### config.mk
export PLATFORM = sky130hd
export DESIGN_NAME = pipa_moding_source
export DESIGN_NICKNAME = d
export VERILOG_FILES = /design/src/rtl/pipa_moding_source.sv
export SDC_FILE = /design/constraint.sdc
export NUM_CORES = 1
export LEC_CHECK = 0
export BUFFER_PORTS_ARGS = -buffer_cell sky130_fd_sc_hd__buf_2
export CAP_MARGIN = 20
export CORE_ASPECT_RATIO = 1.75
export CORE_UTILIZATION = 62
export DETAILED_ROUTE_END_ITERATION = 7
export PLACE_DENSITY = 0.94
export SLEW_MARGIN = 15
export SYNTH_ARGS = -nofsm -noshare
export SYNTH_HDL_FRONTEND = slang
export SYNTH_SLANG_ARGS = --single-unit
### constraint.sdc
create_clock -name SIM_CLK -period 7.4 [get_ports SIM_CLK]
set_clock_uncertainty 0.2 [all_clocks]
set_input_delay 1.48 -clock SIM_CLK [delete_from_list [all_inputs] [get_ports SIM_CLK]]
set_output_delay 1.48 -clock SIM_CLK [all_outputs]
set_load 0.02 [all_outputs]
### src/rtl/pipa_moding_source.sv
// PIPA pulse source for the AGC: a six-slot frame clocked by the synchronised PIPASW strobe,
// with per-axis signed frame credits selecting 4/2, 3/3 or 2/4 plus/minus moding each frame.
module pipa_moding_source #(
  parameter int CREDIT_W    = 8,
  parameter int SYNC_STAGES = 2
) (
  input  logic                  SIM_CLK,
  input  logic                  SIM_RST,
  input  logic                  PIPASW,
  input  logic                  PIPDAT,
  input  logic                  moding_en,
  input  logic                  load_valid,
  input  logic [1:0]            load_axis,
  input  logic [CREDIT_W-1:0]   load_delta,
  output logic                  load_ready,
  output logic                  load_err,
  output logic                  PIPAXp,
  output logic                  PIPAXm,
  output logic                  PIPAYp,
  output logic                  PIPAYm,
  output logic                  PIPAZp,
  output logic                  PIPAZm,
  output logic [2:0]            busy,
  output logic [15:0]           frame_count,
  output logic [2:0]            dbg_slot,
  output logic [2:0][CREDIT_W-1:0] dbg_credit
);

  // Load handshake: a load is accepted on any rising SIM_CLK edge where load_valid
  // and load_ready are both high; load_ready is simply "not in reset", so there is no
  // back-pressure outside reset and nothing is held pending.
  localparam int CW2   = CREDIT_W + 2;
  localparam int SAT_I = (1 << (CREDIT_W - 1)) - 1;
  localparam logic signed [CW2-1:0] SAT_HI = CW2'(SAT_I);
  localparam logic signed [CW2-1:0] SAT_LO = CW2'(-SAT_I);

  logic [SYNC_STAGES-1:0] sync_q;
  logic                   edge_q;
  logic                   slot_tick;
  logic                   frame_wrap;
  logic                   load_acc;

  logic [2:0]             slot_q;
  logic [2:0]             slot_d;

  logic signed [CREDIT_W-1:0] credit_q [3];
  logic signed [CREDIT_W-1:0] credit_d [3];
  logic        [2:0]          nplus_q  [3];
  logic        [2:0]          nplus_d  [3];
  logic signed [CW2-1:0]      sum_w    [3];
  logic signed [CW2-1:0]      step_w   [3];
  logic signed [CW2-1:0]      add_w    [3];
  logic signed [CREDIT_W-1:0] delta_s;

  logic [2:0] plus_w;
  logic [2:0] minus_w;

  assign delta_s    = load_delta;
  assign load_ready = ~SIM_RST;
  assign load_acc   = load_valid & load_ready;

  // PIPASW is asynchronous: a plain flop chain, then an edge flop for the rising edge.
  always_ff @(posedge SIM_CLK) begin
    if (SIM_RST) begin
      sync_q <= '0;
      edge_q <= 1'b0;
    end else begin
      sync_q[0] <= PIPASW;
      for (int i = 1; i < SYNC_STAGES; i++) begin
        sync_q[i] <= sync_q[i-1];
      end
      edge_q <= sync_q[SYNC_STAGES-1];
    end
  end

  assign slot_tick  = sync_q[SYNC_STAGES-1] & ~edge_q;
  assign frame_wrap = slot_tick & (slot_q == 3'd5);

  // Slot sequencer: state register.
  always_ff @(posedge SIM_CLK) begin
    if (SIM_RST) begin
      slot_q <= 3'd0;
    end else begin
      slot_q <= slot_d;
    end
  end

  // Slot sequencer: next state.
  always_comb begin
    slot_d = slot_q;
    if (slot_tick) begin
      if (slot_q >= 3'd5) begin
        slot_d = 3'd0;
      end else begin
        slot_d = slot_q + 3'd1;
      end
    end
  end

  // Slot sequencer: outputs. PIPDAT gates combinationally with no register in its path.
  always_comb begin
    plus_w  = '0;
    minus_w = '0;
    for (int i = 0; i < 3; i++) begin
      plus_w[i]  = moding_en & PIPDAT & (slot_q <  nplus_q[i]);
      minus_w[i] = moding_en & PIPDAT & (slot_q >= nplus_q[i]);
    end
  end

  assign PIPAXp = plus_w[0];
  assign PIPAXm = minus_w[0];
  assign PIPAYp = plus_w[1];
  assign PIPAYm = minus_w[1];
  assign PIPAZp = plus_w[2];
  assign PIPAZm = minus_w[2];

  // Credit update: load delta and frame-boundary step are summed first and saturated once,
  // so -2^(CREDIT_W-1) can never be reached.
  always_comb begin
    for (int i = 0; i < 3; i++) begin
      step_w[i]   = '0;
      add_w[i]    = '0;
      sum_w[i]    = '0;
      credit_d[i] = credit_q[i];
      nplus_d[i]  = nplus_q[i];
      if (frame_wrap) begin
        if (credit_q[i] > 0) begin
          step_w[i]  = CW2'(1);
          nplus_d[i] = 3'd4;
        end else if (credit_q[i] < 0) begin
          step_w[i]  = '1;
          nplus_d[i] = 3'd2;
        end else begin
          nplus_d[i] = 3'd3;
        end
      end
      if (load_acc && (load_axis == 2'(i))) begin
        add_w[i] = CW2'(delta_s);
      end
      sum_w[i] = CW2'(credit_q[i]) + add_w[i] - step_w[i];
      if (sum_w[i] > SAT_HI) begin
        credit_d[i] = CREDIT_W'(SAT_HI);
      end else if (sum_w[i] < SAT_LO) begin
        credit_d[i] = CREDIT_W'(SAT_LO);
      end else begin
        credit_d[i] = CREDIT_W'(sum_w[i]);
      end
    end
  end

  always_ff @(posedge SIM_CLK) begin
    if (SIM_RST) begin
      for (int i = 0; i < 3; i++) begin
        credit_q[i] <= '0;
        nplus_q[i]  <= 3'd3;
      end
      frame_count <= 16'd0;
      load_err    <= 1'b0;
    end else begin
      for (int i = 0; i < 3; i++) begin
        credit_q[i] <= credit_d[i];
        nplus_q[i]  <= nplus_d[i];
      end
      if (frame_wrap) begin
        frame_count <= frame_count + 16'd1;
      end
      load_err <= load_acc & (load_axis == 2'd3);
    end
  end

  always_comb begin
    busy       = '0;
    dbg_credit = '0;
    for (int i = 0; i < 3; i++) begin
      busy[i]       = (credit_q[i] != '0);
      dbg_credit[i] = credit_q[i];
    end
  end

  assign dbg_slot = slot_q;

endmodule

## Word-level counts from Yosys, hierarchy flattened

Memory sizes are Yosys's and may differ from the RTL's.
Index checks and enable logic that the tools add are counted.

- $add $sub $neg: 8
- $lt $le $gt $ge: 19
- Equality and inequality tests: 4
- Muxes and demuxes: 37
- Bitwise logic cells: 19
- Reductions and logical operators: 7

Operators with widths:

| kind | count |
|---|---|
| 2-to-1 mux 10 bit | 12 |
| 2-to-1 mux 8 bit | 9 |
| adder 8 x 10 -> 10 bit | 3 |
| > comparator 10 x 8 -> 1 bit, second input constant | 3 |
| less-than comparator 10 x 8 -> 1 bit, second input constant | 3 |
| 2-to-1 mux 3 bit | 10 |
| subtractor 10 bit | 3 |
| > comparator 8 x 1 -> 1 bit, second input constant | 3 |
| less-than comparator 8 x 1 -> 1 bit, second input constant | 3 |
| nonzero test 8 bit | 3 |
| adder 16 x 1 -> 16 bit, second input constant | 1 |
| bitwise AND 1 bit | 11 |
| greater-or-equal comparator 3 bit | 3 |
| less-than comparator 3 bit | 3 |
| 2-to-1 mux 1 bit | 6 |
| OR 1 bit | 6 |
| equality test 2 bit, second input constant | 2 |
| adder 3 x 1 -> 3 bit, second input constant | 1 |
| equality test 3 bit, second input constant | 1 |
| greater-or-equal comparator 3 bit, second input constant | 1 |
| logical AND 1 bit | 3 |
| equality test 2 x 1 -> 1 bit, second input constant | 1 |
| logical NOT 2 bit | 1 |
| inverter 1 bit | 2 |

- Flip-flop bits (word level): 23
- Memory bits (writable): 33
- Bits of input ports: 16
- Output and inout bits: 54
- Word-level logic and storage cells: 101
- Memories kept: 2

Memories:

| name | depth | width | read ports | clocked after Yosys merged registers in | wr ports | RTL line | text |
|---|---|---|---|---|---|---|---|
| credit_q | 3 | 8 | 3 | 0 | 3 | 46 | `logic signed [CREDIT_W-1:0] credit_q [3];` |
| nplus_q | 3 | 3 | 3 | 0 | 3 | 48 | `logic [2:0] nplus_q [3];` |

## Logic depth before layout (Yosys ltp)

Gate-level depths: netlist (run 1).

- Depth in word-level cells: 10
- Depth in mapped cells: 18

## Least setup slack after synthesis (run 1)

Ideal clock, no wire load.

- Path type: in2reg
- Start: input SIM_RST
- End: memory credit_q[2][1] (netlist: credit_q[0][17])
- Library setup time: 0.134 ns
- Arrival: 4.799 ns
- Data required time: 7.066 ns
- Setup slack: 2.267 ns
- Cell stages on the path: 15
- Path buffers: 1
- Path through: inv_2 > nand2_1 > nor3b_1 > and2_1 > buf_2 > a21oi_1 > ha_1 > inv_1 > fa_1 > and2b_1 > o21ai_2 > xnor2_1 > or4_1 > o311ai_2 > a2111oi_1

RTL lines:

| what | RTL line | text |
|---|---|---|
| start, declared | 8 | `input logic SIM_RST,` |
| end, declared | 46 |  |

==> impl_metrics.csv, run 1 <==
group,metric,value,unit
logic_synthesis,synth_compound_area_frac,0.2584,
logic_synthesis,yosysSeqAreaShare,0.2495,
global_route,antenna_found_initial,0,
hold_path,hp-class,"reg -> reg",
clocking,clock_latency,0.30,ns
logic_synthesis,synth_ff_type,"dfxtp_1",
floorplan,die-area,0.007605,mm^2
sta,final.min_clock_period,6.011,ns
logic_synthesis,ys_seq_elements,56,
logic_synthesis,synthTopCellsByCount,"a21oi_1, ha_1, dfxtp_1",
setup_path,endpoint_kind,"flop",
power_and_ir_drop,powerDensity,493.0,mW/mm^2
global_route,grt_pass1_wl,18660,um
logic_synthesis,synth.mux.area_fraction,0.005013,
placed_design,gp_congestion,0.9411,
global_route,grt_usage,0.3205,
logic_synthesis,synth_xor_xnor_area_share,0.06210,
cells_and_area,drive_gt1_frac,0.1647,
cells_and_area,fill_cells,505,
drt,drc,0,
placed_design,io_buffers,69,
setup_path,arrival,6.00,ns
drt,wl_per_cell,17.17,um
sta,rsz0062_at_grt,"no",
drt,routed_wl,11760,um
outcome,status,"finished clean",
logic_synthesis,synth_top_area_cell,"dfxtp_1",
logic_synthesis,synth-simple-area-share,0.1857,
logic_synthesis,syn_area_per_cell,8.259,um^2
clocking,cts_num_sinks,56,
sta,min_period_over_period,0.8123,
clocking,clk_path_buf_depth,2,
cells_and_area,fin_cells,685,
floorplan,die_x,66.35,um
floorplan,row_count,40,
sta,final.setup.tns,0,ns
global_route,grt_pass1_vias,4218,
logic_synthesis,synth_warnings,0,
setup_path,required,7.39,ns
setup_path,crit_fanout,48,
sta,max_freq,0.1664,GHz
cells_and_area,multiInputGateArea,0.003146,mm^2
power_and_ir_drop,static-leakage-power,0.002391,uW
cells_and_area,antenna_cells,0,
logic_synthesis,ys_types,66,
global_route,overflow,0,
drt,num_vias,4345,
cells_and_area,area_delta_synth_final,11.39,%
sta,setup_violations,0,
cells_and_area,final_util,0.7194,
logic_synthesis,postSynthCellCount,544,
sta,relSlewSlack,0.3760,
placed_design,dp_hpwl,8990,um
clocking,hold_buffers,0,
clocking,ctsResizeCount,0,
logic_synthesis,syn_area,0.004493,mm^2
floorplan,core,0.006957,mm^2
drt,drtIter0Drc,311,
logic_synthesis,synthAdderAreaFrac,0.1888,
power_and_ir_drop,ir_worst_vdd,0.3291,mV
logic_synthesis,synthesis.nets,626,
drt,via_per_inst,6.343,
drt,ant_nets,0,
job,maxCapViolCount,0,
global_route,grt_max_degree,49,
floorplan,fp.dieH,114.6,um
logic_synthesis,yosysMostFrequentCell,"a21oi_1",
logic_synthesis,synth_top_family_by_area,"compound AO/OA/AOI/OAI gates",
clocking,postCtsSetupBuffers,0,
sta,worst-slew-pin-transition,0.9361,ns
clocking,cts_max_level,2,
sta,drv_slew,0,
setup_path,start_kind,"primary input",
clocking,cts_tree,"yes",
cells_and_area,seq_area,0.001121,mm^2
logic_synthesis,synth_edf_count,0,
logic_synthesis,synthArstFlopShare,0,
floorplan,start_util,0.6459,
clocking,clockRootBuffer,"clkbuf_16",
placed_design,dp_cells,677,
clocking,clk_pin_slew,0.07,ns
logic_synthesis,synth_top_area_share,0.2495,
clocking,numCtsBuffers,5,
cells_and_area,layout.nets,682,
logic_synthesis,yosys-top-cells-area,"dfxtp_1, ha_1, a21oi_1, a21o_1, nor2_1",
drt,drtPass1Iterations,5,
sta,hold_violations,0,
floorplan,io_pins,70,
setup_path,crit_type,"in -> reg",
-- layout make-up --
type,instances,area share
clock buffer,6,0.02775
clock inverter,2,0.002750
inverter,34,0.02550
multi-input combinational,433,0.6285
sequential,56,0.2240
tap,84,0.02100
timing repair buffer,70,0.07050
-- registers in the layout, summed over array words and instances, names as in the netlist --
signal       count
dbg_slot         3
load_err         1
sync_q           2
nplus_q          9
edge_q           1
credit_q        24
frame_count     16
-- critical path: stages --
cell and delay (ns):
buf_2 0.40, inv_2 0.34, nand2_1 0.10, nor3b_1 0.66
and2_1 0.50, a21oi_1 0.14, ha_1 0.32, inv_1 0.07
fa_1 0.45, and2b_1 0.25, o211ai_1 0.20, a22oi_4 0.20
xor2_2 0.30, o311ai_2 0.17, a2111oi_1 0.39
-- power by group --
part / leakage (uW) / total [uW] / switching (uW) / internal (uW)
registers: 0.000460 / 444 / 62.9 / 381
clock network: 0.0000772 / 246 / 110 / 136
logic: 0.00185 / 1780 / 1040 / 736
-- placed cells by master (no fill, tap or decap), types with 5 or more instances in the layout --
cell type	instances
nor3_1	13
nand2_1	28
and2_1	9
clkbuf_16	5
o31ai_1	14
ha_1	63
a21o_1	28
inv_1	33
nor4_1	5
or4_1	7
nor2_1	48
nor2b_1	11
xor2_1	15
o21ai_1	7
o211ai_1	10
nand3_1	5
buf_2	69
a21oi_1	73
xnor2_1	15
o21ai_0	11
dfxtp_1	56
-- metal layers --
metal  wire length (um)  track usage  up-vias
met5                  0            0        -
met4                620       0.2170        0
met3                641      0.05179       48
met2               6171       0.5986      189
met1               4331       0.3067     2023
li1                   -            -     2085
-- path summary, 6_finish.rpt --
path	startpoint	end	slack (ns)	cells after the start
worst min register to register	sync_q[0]	sync_q[1]	0.27	1
worst max register to register	dbg_slot[1]	credit_q[0][10]	2.35	14
worst max-delay path	SIM_RST	credit_q[0][17]	1.39	15
worst min-delay path	sync_q[0]	sync_q[1]	0.27	1
-- kinds of logic (layout without fill, tap and decap cells) --
group                    Yosys count  after routing
flip-flops                        56             56
adder cells (fa/ha/maj)           66             66
AO/OA/AOI/OAI                    174            174
buffers and inverters             55            112
AND/OR/NAND/NOR                  160            160
XOR/XNOR                          31             31
multiplexers                       2              2
-- per-stage QoR --
step | setup slack [ns] | hold slack [ns] | instance area, um^2 | power (uW)
detailed placement | 1.144 | 0.2564 | 4852 | 2183
global placement | 1.369 | 0.2361 | 4852 | 2112
CTS | 1.438 | 0.2680 | 5005 | 2429
global route | 0.9634 | 0.2786 | 5005 | 2655
floorplan | 2.267 | 0.2138 | 4493 | 1814
finish | 1.389 | 0.2653 | 5005 | 2468
Note: power is estimated with default switching activity, not from simulation.
==> run 2: changes to the inputs <==
--- a/config.mk
+++ b/config.mk
@@ -8,9 +8,9 @@
 export BUFFER_PORTS_ARGS = -buffer_cell sky130_fd_sc_hd__buf_2
 export CAP_MARGIN = 20
 export CORE_ASPECT_RATIO = 1.75
-export CORE_UTILIZATION = 62
+export CORE_UTILIZATION = 52
 export DETAILED_ROUTE_END_ITERATION = 7
-export PLACE_DENSITY = 0.94
+export PLACE_DENSITY = 0.85
 export SLEW_MARGIN = 15
 export SYNTH_ARGS = -nofsm -noshare
 export SYNTH_HDL_FRONTEND = slang
==> constraint.sdc (replaced) <==
create_clock -name SIM_CLK -period 5 [get_ports SIM_CLK]
set_clock_uncertainty 0.2 [all_clocks]
set_input_delay 1 -clock SIM_CLK [delete_from_list [all_inputs] [get_ports SIM_CLK]]
set_output_delay 1 -clock SIM_CLK [all_outputs]
set_load 0.02 [all_outputs]
==> run 2 against run 1 <==
Clock power grew 42%. Register-to-register slack worse by 1.8 ns. Utilization down 11 points. First-iteration DRC count fell by 23%. Combinational power rose by 47%. Sequential share of layout area down 0.39 points. Global-route usage shrank 5.8 points. Count of clock-buffer cells in the layout is 1 higher. Critical path depth unchanged. Hold slack lost 0.013 ns.
==> impl_metrics.csv, run 2 (same netlist as run 1, synthesis figures left out) <==
group,metric,value,unit
sta,min_period_over_period,0.8980,
drt,via_per_inst,5.971,
cells_and_area,fill_cells,703,
cells_and_area,multiInputGateArea,0.003147,mm^2
power_and_ir_drop,clockPowerShare,0.096,
setup_path,crit_fanout,15,
power_and_ir_drop,switching_share,0.4925,
global_route,overflow,0,
sta,setup_violations,0,
global_route,grt_usage,0.2623,
global_route,gr-usage-met3,0.03143,
hold_path,holdPathStages,1,
setup_path,crit_type,"reg -> reg",
setup_path,regToRegSetupSlack,0.51,ns
setup_path,r2r.worst_path.cells,15,
cells_and_area,reg_top3,"credit_q: 24 flops, frame_count: 16 flops, nplus_q: 9 flops",
cells_and_area,seq_area,0.001121,mm^2
power_and_ir_drop,static-leakage-power,0.002421,uW
placed_design,gp_congestion,0.9081,
cells_and_area,layout.nets,690,
floorplan,io_pins,70,
cells_and_area,largest_reg_flops,24,
power_and_ir_drop,pwr-share-seq,0.183,
global_route,antenna_found_initial,0,
placed_design,placed_cell_area,0.004951,mm^2
global_route,grtUsageMet1,0.2674,
global_route,top_usage_layer,"met2",
power_and_ir_drop,ir_worst_vdd,0.3401,mV
power_and_ir_drop,p_int,1844,uW
floorplan,die_x,72.27,um
sta,max_freq,0.2227,GHz
setup_path,required,4.99,ns
placed_design,io_buffers,69,
setup_path,start_kind,"flop",
job,maxCapViolCount,0,
clocking,clk_pin_slew,0.07,ns
sta,relSlewSlack,0.5764,
sta,hold_violations,0,
cells_and_area,drive_gt1_frac,0.1741,
global_route,grt_util_met2,0.4838,
clocking,numCtsBuffers,5,
setup_path,arrival,4.48,ns
cells_and_area,fin_cells,724,
cells_and_area,fin_area,0.005094,mm^2
global_route,grt_max_degree,41,
setup_path,r2r-end,"credit_q[0][17]",
setup_path,endpoint_kind,"flop",
sta,worst-slew-pin-transition,0.6316,ns
drt,routed_wl,11720,um
clocking,clock_latency,0.30,ns
clocking,cts_num_sinks,56,
drt,drtPass1Iterations,4,
placed_design,dp_cells,716,
setup_path,reg2reg_from,"dbg_slot[1]",
global_route,grt_pass1_vias,4162,
placed_design,dp_hpwl,9275,um
cells_and_area,area_delta_synth_final,13.37,%
drt,drc,0,
floorplan,fp.dieH,125.0,um
hold_path,min-delay-start,"sync_q[0]",
sta,drv_slew,0,
cells_and_area,antenna_cells,0,
floorplan,row_count,44,
clocking,clk_path_buf_depth,2,
drt,ant_nets,0,
clocking,clockRootBuffer,"clkbuf_16",
cells_and_area,mostFrequentLayoutCells,"a21oi_1, buf_2, ha_1",
drt,wl_per_cell,16.19,um
cells_and_area,final_common_cell,"a21oi_1",
drt,drtIter0Drc,240,
hold_path,min_to,"sync_q[1]",
clocking,postCtsSetupBuffers,0,
power_and_ir_drop,powerDensity,713.5,mW/mm^2
sta,final.min_clock_period,4.490,ns
sta,rsz0062_at_grt,"no",
cells_and_area,top_register,"credit_q",
clocking,cts_max_level,2,
floorplan,die-area,0.009031,mm^2
hold_path,hp-class,"reg -> reg",
global_route,grt_pass1_wl,18590,um
power_and_ir_drop,power.switching,1790,uW
sta,final.setup.tns,0,ns
floorplan,start_util,0.5405,
floorplan,core,0.008313,mm^2
outcome,status,"finished clean",
clocking,cts_tree,"yes",
sta,holdWs,0.2523,ns
drt,num_vias,4323,
power_and_ir_drop,comb_power_share,0.721,
## run 2: power groups by stage
stage          Clock (uW)  Sequential, uW  Combinational (uW)
2_1_floorplan           0             750                1930
3_3_place_gp            0             671                2440
3_5_place_dp            0             674                2560
4_1_cts               350             665                2580
5_1_grt               369             673                2880
6_report              349             664                2620
## run 2: critical path, cell delays in order, from the launching register on
cell	delay, ns
dfxtp_1	0.40
inv_1	0.09
ha_1	0.19
and4b_2	0.47
nand2_1	0.23
and2_1	0.21
buf_4	0.17
a21oi_1	0.15
ha_1	0.24
ha_1	0.35
and2b_1	0.21
o211ai_1	0.44
a22oi_4	0.09
xor2_2	0.34
o311ai_2	0.19
a2111oi_1	0.40
## run 2: routing by layer
metal / vias to the layer above / wire [um] / share of wire
met1: 2045 / 4417 / 0.38
met5: - / 0 / 0
met2: 151 / 6253 / 0.53
li1: 2095 / - / -
met4: 0 / 516 / 0.044
met3: 32 / 538 / 0.046
## run 2: stage by stage
stage                     setup slack, ns    util  power (uW)
after floorplan                    0.3466       -        2685
after global placement             0.4627  0.5956        3114
after detailed placement           0.3642  0.5956        3234
after CTS                          0.3355  0.6126        3590
after global routing               0.2026  0.6127        3925
final                              0.5098  0.6127        3635
## run 2: area by class of cell
cell class | instances | share of cell area
multi-input cells | 433 | 0.6178
flip-flops and latches | 56 | 0.2201
repair buffers | 78 | 0.08106
well taps | 115 | 0.02825
clock buffers | 7 | 0.02604
inverters | 34 | 0.02506
clock inverters | 1 | 0.001719
## run 2: timing repair
| action | in CTS | in global routing |
|---|---|---|
| endpoints found under the setup margin | 0 | 4 |
| hold endpoints to repair | 0 | 0 |
| hold buffers | 0 | 0 |
| gates resized for setup | 0 | 1 |
## run 2: worst max path at each step
stage                                  to        start  cells after the start  slack (ns)
after floorplan           credit_q[0][17]      SIM_RST                     15        0.35
after global placement    credit_q[0][17]  dbg_slot[1]                     15        0.46
after detailed placement  credit_q[0][17]  dbg_slot[1]                     15        0.36
after CTS                 credit_q[0][17]  dbg_slot[1]                     15        0.34
after global routing      credit_q[0][10]  dbg_slot[1]                     16        0.20
final                     credit_q[0][17]  dbg_slot[1]                     15        0.51
==> run 3: changes to the inputs <==
--- a/config.mk
+++ b/config.mk
@@ -8,9 +8,9 @@
 export BUFFER_PORTS_ARGS = -buffer_cell sky130_fd_sc_hd__buf_2
 export CAP_MARGIN = 20
 export CORE_ASPECT_RATIO = 1.75
-export CORE_UTILIZATION = 52
+export CORE_UTILIZATION = 58
 export DETAILED_ROUTE_END_ITERATION = 7
-export PLACE_DENSITY = 0.85
+export PLACE_DENSITY = 0.89
 export SLEW_MARGIN = 15
 export SYNTH_ARGS = -nofsm -noshare
 export SYNTH_HDL_FRONTEND = slang
==> constraint.sdc (replaced) <==
create_clock -name SIM_CLK -period 5.1 [get_ports SIM_CLK]
set_clock_uncertainty 0.2 [all_clocks]
set_input_delay 1.02 -clock SIM_CLK [delete_from_list [all_inputs] [get_ports SIM_CLK]]
set_output_delay 1.02 -clock SIM_CLK [all_outputs]
set_load 0.02 [all_outputs]
==> run 3 against run 2 <==
Count of clock-buffer cells in the layout shrank 1. Clock power increased by 5%. Non-clock buffer count increased by 1.
==> impl_metrics.csv, run 3 (same netlist as run 1, synthesis figures left out) <==
group,metric,value,unit
outcome,status,"finished clean",
cells_and_area,final_common_cell,"a21oi_1",
power_and_ir_drop,static-leakage-power,0.002436,uW
cells_and_area,layout.nets,691,
drt,drtPass1Iterations,5,
floorplan,start_util,0.5979,
sta,final.min_clock_period,4.571,ns
setup_path,crit_fanout,13,
drt,routed_wl,11750,um
clocking,cts_tree,"yes",
setup_path,cp.depth,15,
clocking,postCtsSetupBuffers,0,
cells_and_area,area_delta_synth_final,13.00,%
cells_and_area,fin_area,0.005077,mm^2
setup_path,critPathCapture,"credit_q[0][17]",
setup_path,cpMostUsedCell,"ha_1",
setup_path,crit_type,"reg -> reg",
setup_path,r2r-end,"credit_q[0][17]",
hold_path,holdPathStages,2,
global_route,overflow,0,
setup_path,required,5.08,ns
drt,drc,0,
floorplan,core,0.007515,mm^2
setup_path,arrival,4.55,ns
power_and_ir_drop,powerDensity,707.5,mW/mm^2
global_route,grt_pass1_vias,4172,
power_and_ir_drop,p_total,3592,uW
global_route,grt_max_degree,40,
sta,final.setup.tns,0,ns
setup_path,endpoint_kind,"flop",
sta,worst-slew-pin-transition,0.6337,ns
placed_design,io_buffers,69,
sta,hold_violations,0,
cells_and_area,fill_cells,585,
sta,min_period_over_period,0.8963,
global_route,antenna_found_initial,0,
sta,rsz0062_at_grt,"no",
clocking,cts_num_sinks,56,
sta,relSlewSlack,0.5750,
placed_design,dp_hpwl,9163,um
global_route,grt_pass1_wl,18420,um
setup_path,slowest_stage,"and4b_1",
cells_and_area,drive_gt1_frac,0.1770,
global_route,grt_usage,0.2976,
drt,wl_per_cell,16.84,um
floorplan,die-area,0.008117,mm^2
sta,holdWs,0.2539,ns
setup_path,cp_cell_sequence,"inv_1 -> ha_1 -> and4b_1 -> nand2_1 -> and2_1 -> buf_4 -> a21oi_1 -> ha_1 -> ha_1 -> and2b_1 -> o211ai_1 -> a22oi_4 -> xor2_2 -> o311ai_2 -> a2111oi_1",
cells_and_area,antenna_cells,0,
floorplan,io_pins,70,
sta,max_freq,0.2188,GHz
cells_and_area,top_register,"credit_q",
floorplan,die_x,68.54,um
sta,setup_violations,0,
placed_design,gp_congestion,0.9780,
clocking,clockRootBuffer,"clkbuf_16",
clocking,clock_latency,0.30,ns
cells_and_area,reg_top3,"credit_q: 24 flops, frame_count: 16 flops, nplus_q: 9 flops",
placed_design,placed_cell_area,0.004925,mm^2
setup_path,path_delay_family,"compound AO/OA/AOI/OAI gates",
sta,drv_slew,0,
clocking,clk_path_buf_depth,2,
clocking,numCtsBuffers,5,
cells_and_area,largest_reg_flops,24,
floorplan,fp.dieH,118.4,um
setup_path,reg2reg_from,"dbg_slot[1]",
job,maxCapViolCount,0,
setup_path,regToRegSetupSlack,0.53,ns
setup_path,critPathMaxStageDelay,0.52,ns
power_and_ir_drop,ir_worst_vdd,0.5142,mV
cells_and_area,mostFrequentLayoutCells,"a21oi_1, buf_2, ha_1",
setup_path,start_kind,"flop",
drt,num_vias,4373,
clocking,clk_pin_slew,0.07,ns
setup_path,path_buf_inv,2,
clocking,hold_buffers,0,
clocking,cts_max_level,2,
floorplan,row_count,42,
clocking,ctsResizeCount,0,
setup_path,startpoint,"dbg_slot[1]",
hold_path,hp-class,"reg -> reg",
drt,drtIter0Drc,287,
drt,ant_nets,0,
setup_path,r2r.worst_path.cells,15,
drt,via_per_inst,6.265,
==> run 3: worst reg2reg max path, delay by kind of cell (launching register included) <==
family                   cells  cell delay, ns
adder cells (fa/ha/maj)      3            0.80
buffers and inverters        2            0.27
XOR/XNOR                     1            0.30
flip-flops                   1            0.41
AND/OR/NAND/NOR              4            1.21
AO/OA/AOI/OAI                5            1.27
==> run 3: power breakdown <==
part	switching (uW)	internal [uW]	total (uW)
Sequential	96.8	552	649
Clock	168	197	366
Combinational	1510	1070	2580
Total	1770	1820	3590
==> run 3: worst min path at each step <==
stage | start | endpoint
6_report | nplus_q[0][0] | nplus_q[0][0]
3_5_place_dp | nplus_q[0][0] | nplus_q[0][0]
4_1_cts | nplus_q[0][0] | nplus_q[0][0]
3_3_place_gp | sync_q[0] | sync_q[1]
2_1_floorplan | sync_q[0] | sync_q[1]
5_1_grt | sync_q[0] | sync_q[1]
==> run 3: metrics by stage <==
stage / setup slack (ns) / util / cells
floorplan: 0.4266 / - / 544
global placement: 0.5525 / 0.6553 / 690
detailed placement: 0.4484 / 0.6553 / 690
CTS: 0.5614 / 0.6757 / 698
global route: 0.1973 / 0.6757 / 698
finish: 0.5290 / 0.6757 / 698
==> run 3: metal layers <==
layer  GRT usage  part of all wire
met4      0.1784             0.043
met5           0                 0
met3     0.04440             0.056
met2      0.5466              0.54
met1      0.2905              0.36
==> run 3: area by class of cell <==
type / count / area, um^2 / share of cell area
repair buffers: 79 / 420.4 / 0.08280
flip-flops and latches: 56 / 1121 / 0.2208
clock buffers: 6 / 138.9 / 0.02735
inverters: 34 / 127.6 / 0.02514
clock inverters: 2 / 13.76 / 0.002711
multi-input cells: 433 / 3146 / 0.6195
well taps: 88 / 110.1 / 0.02169
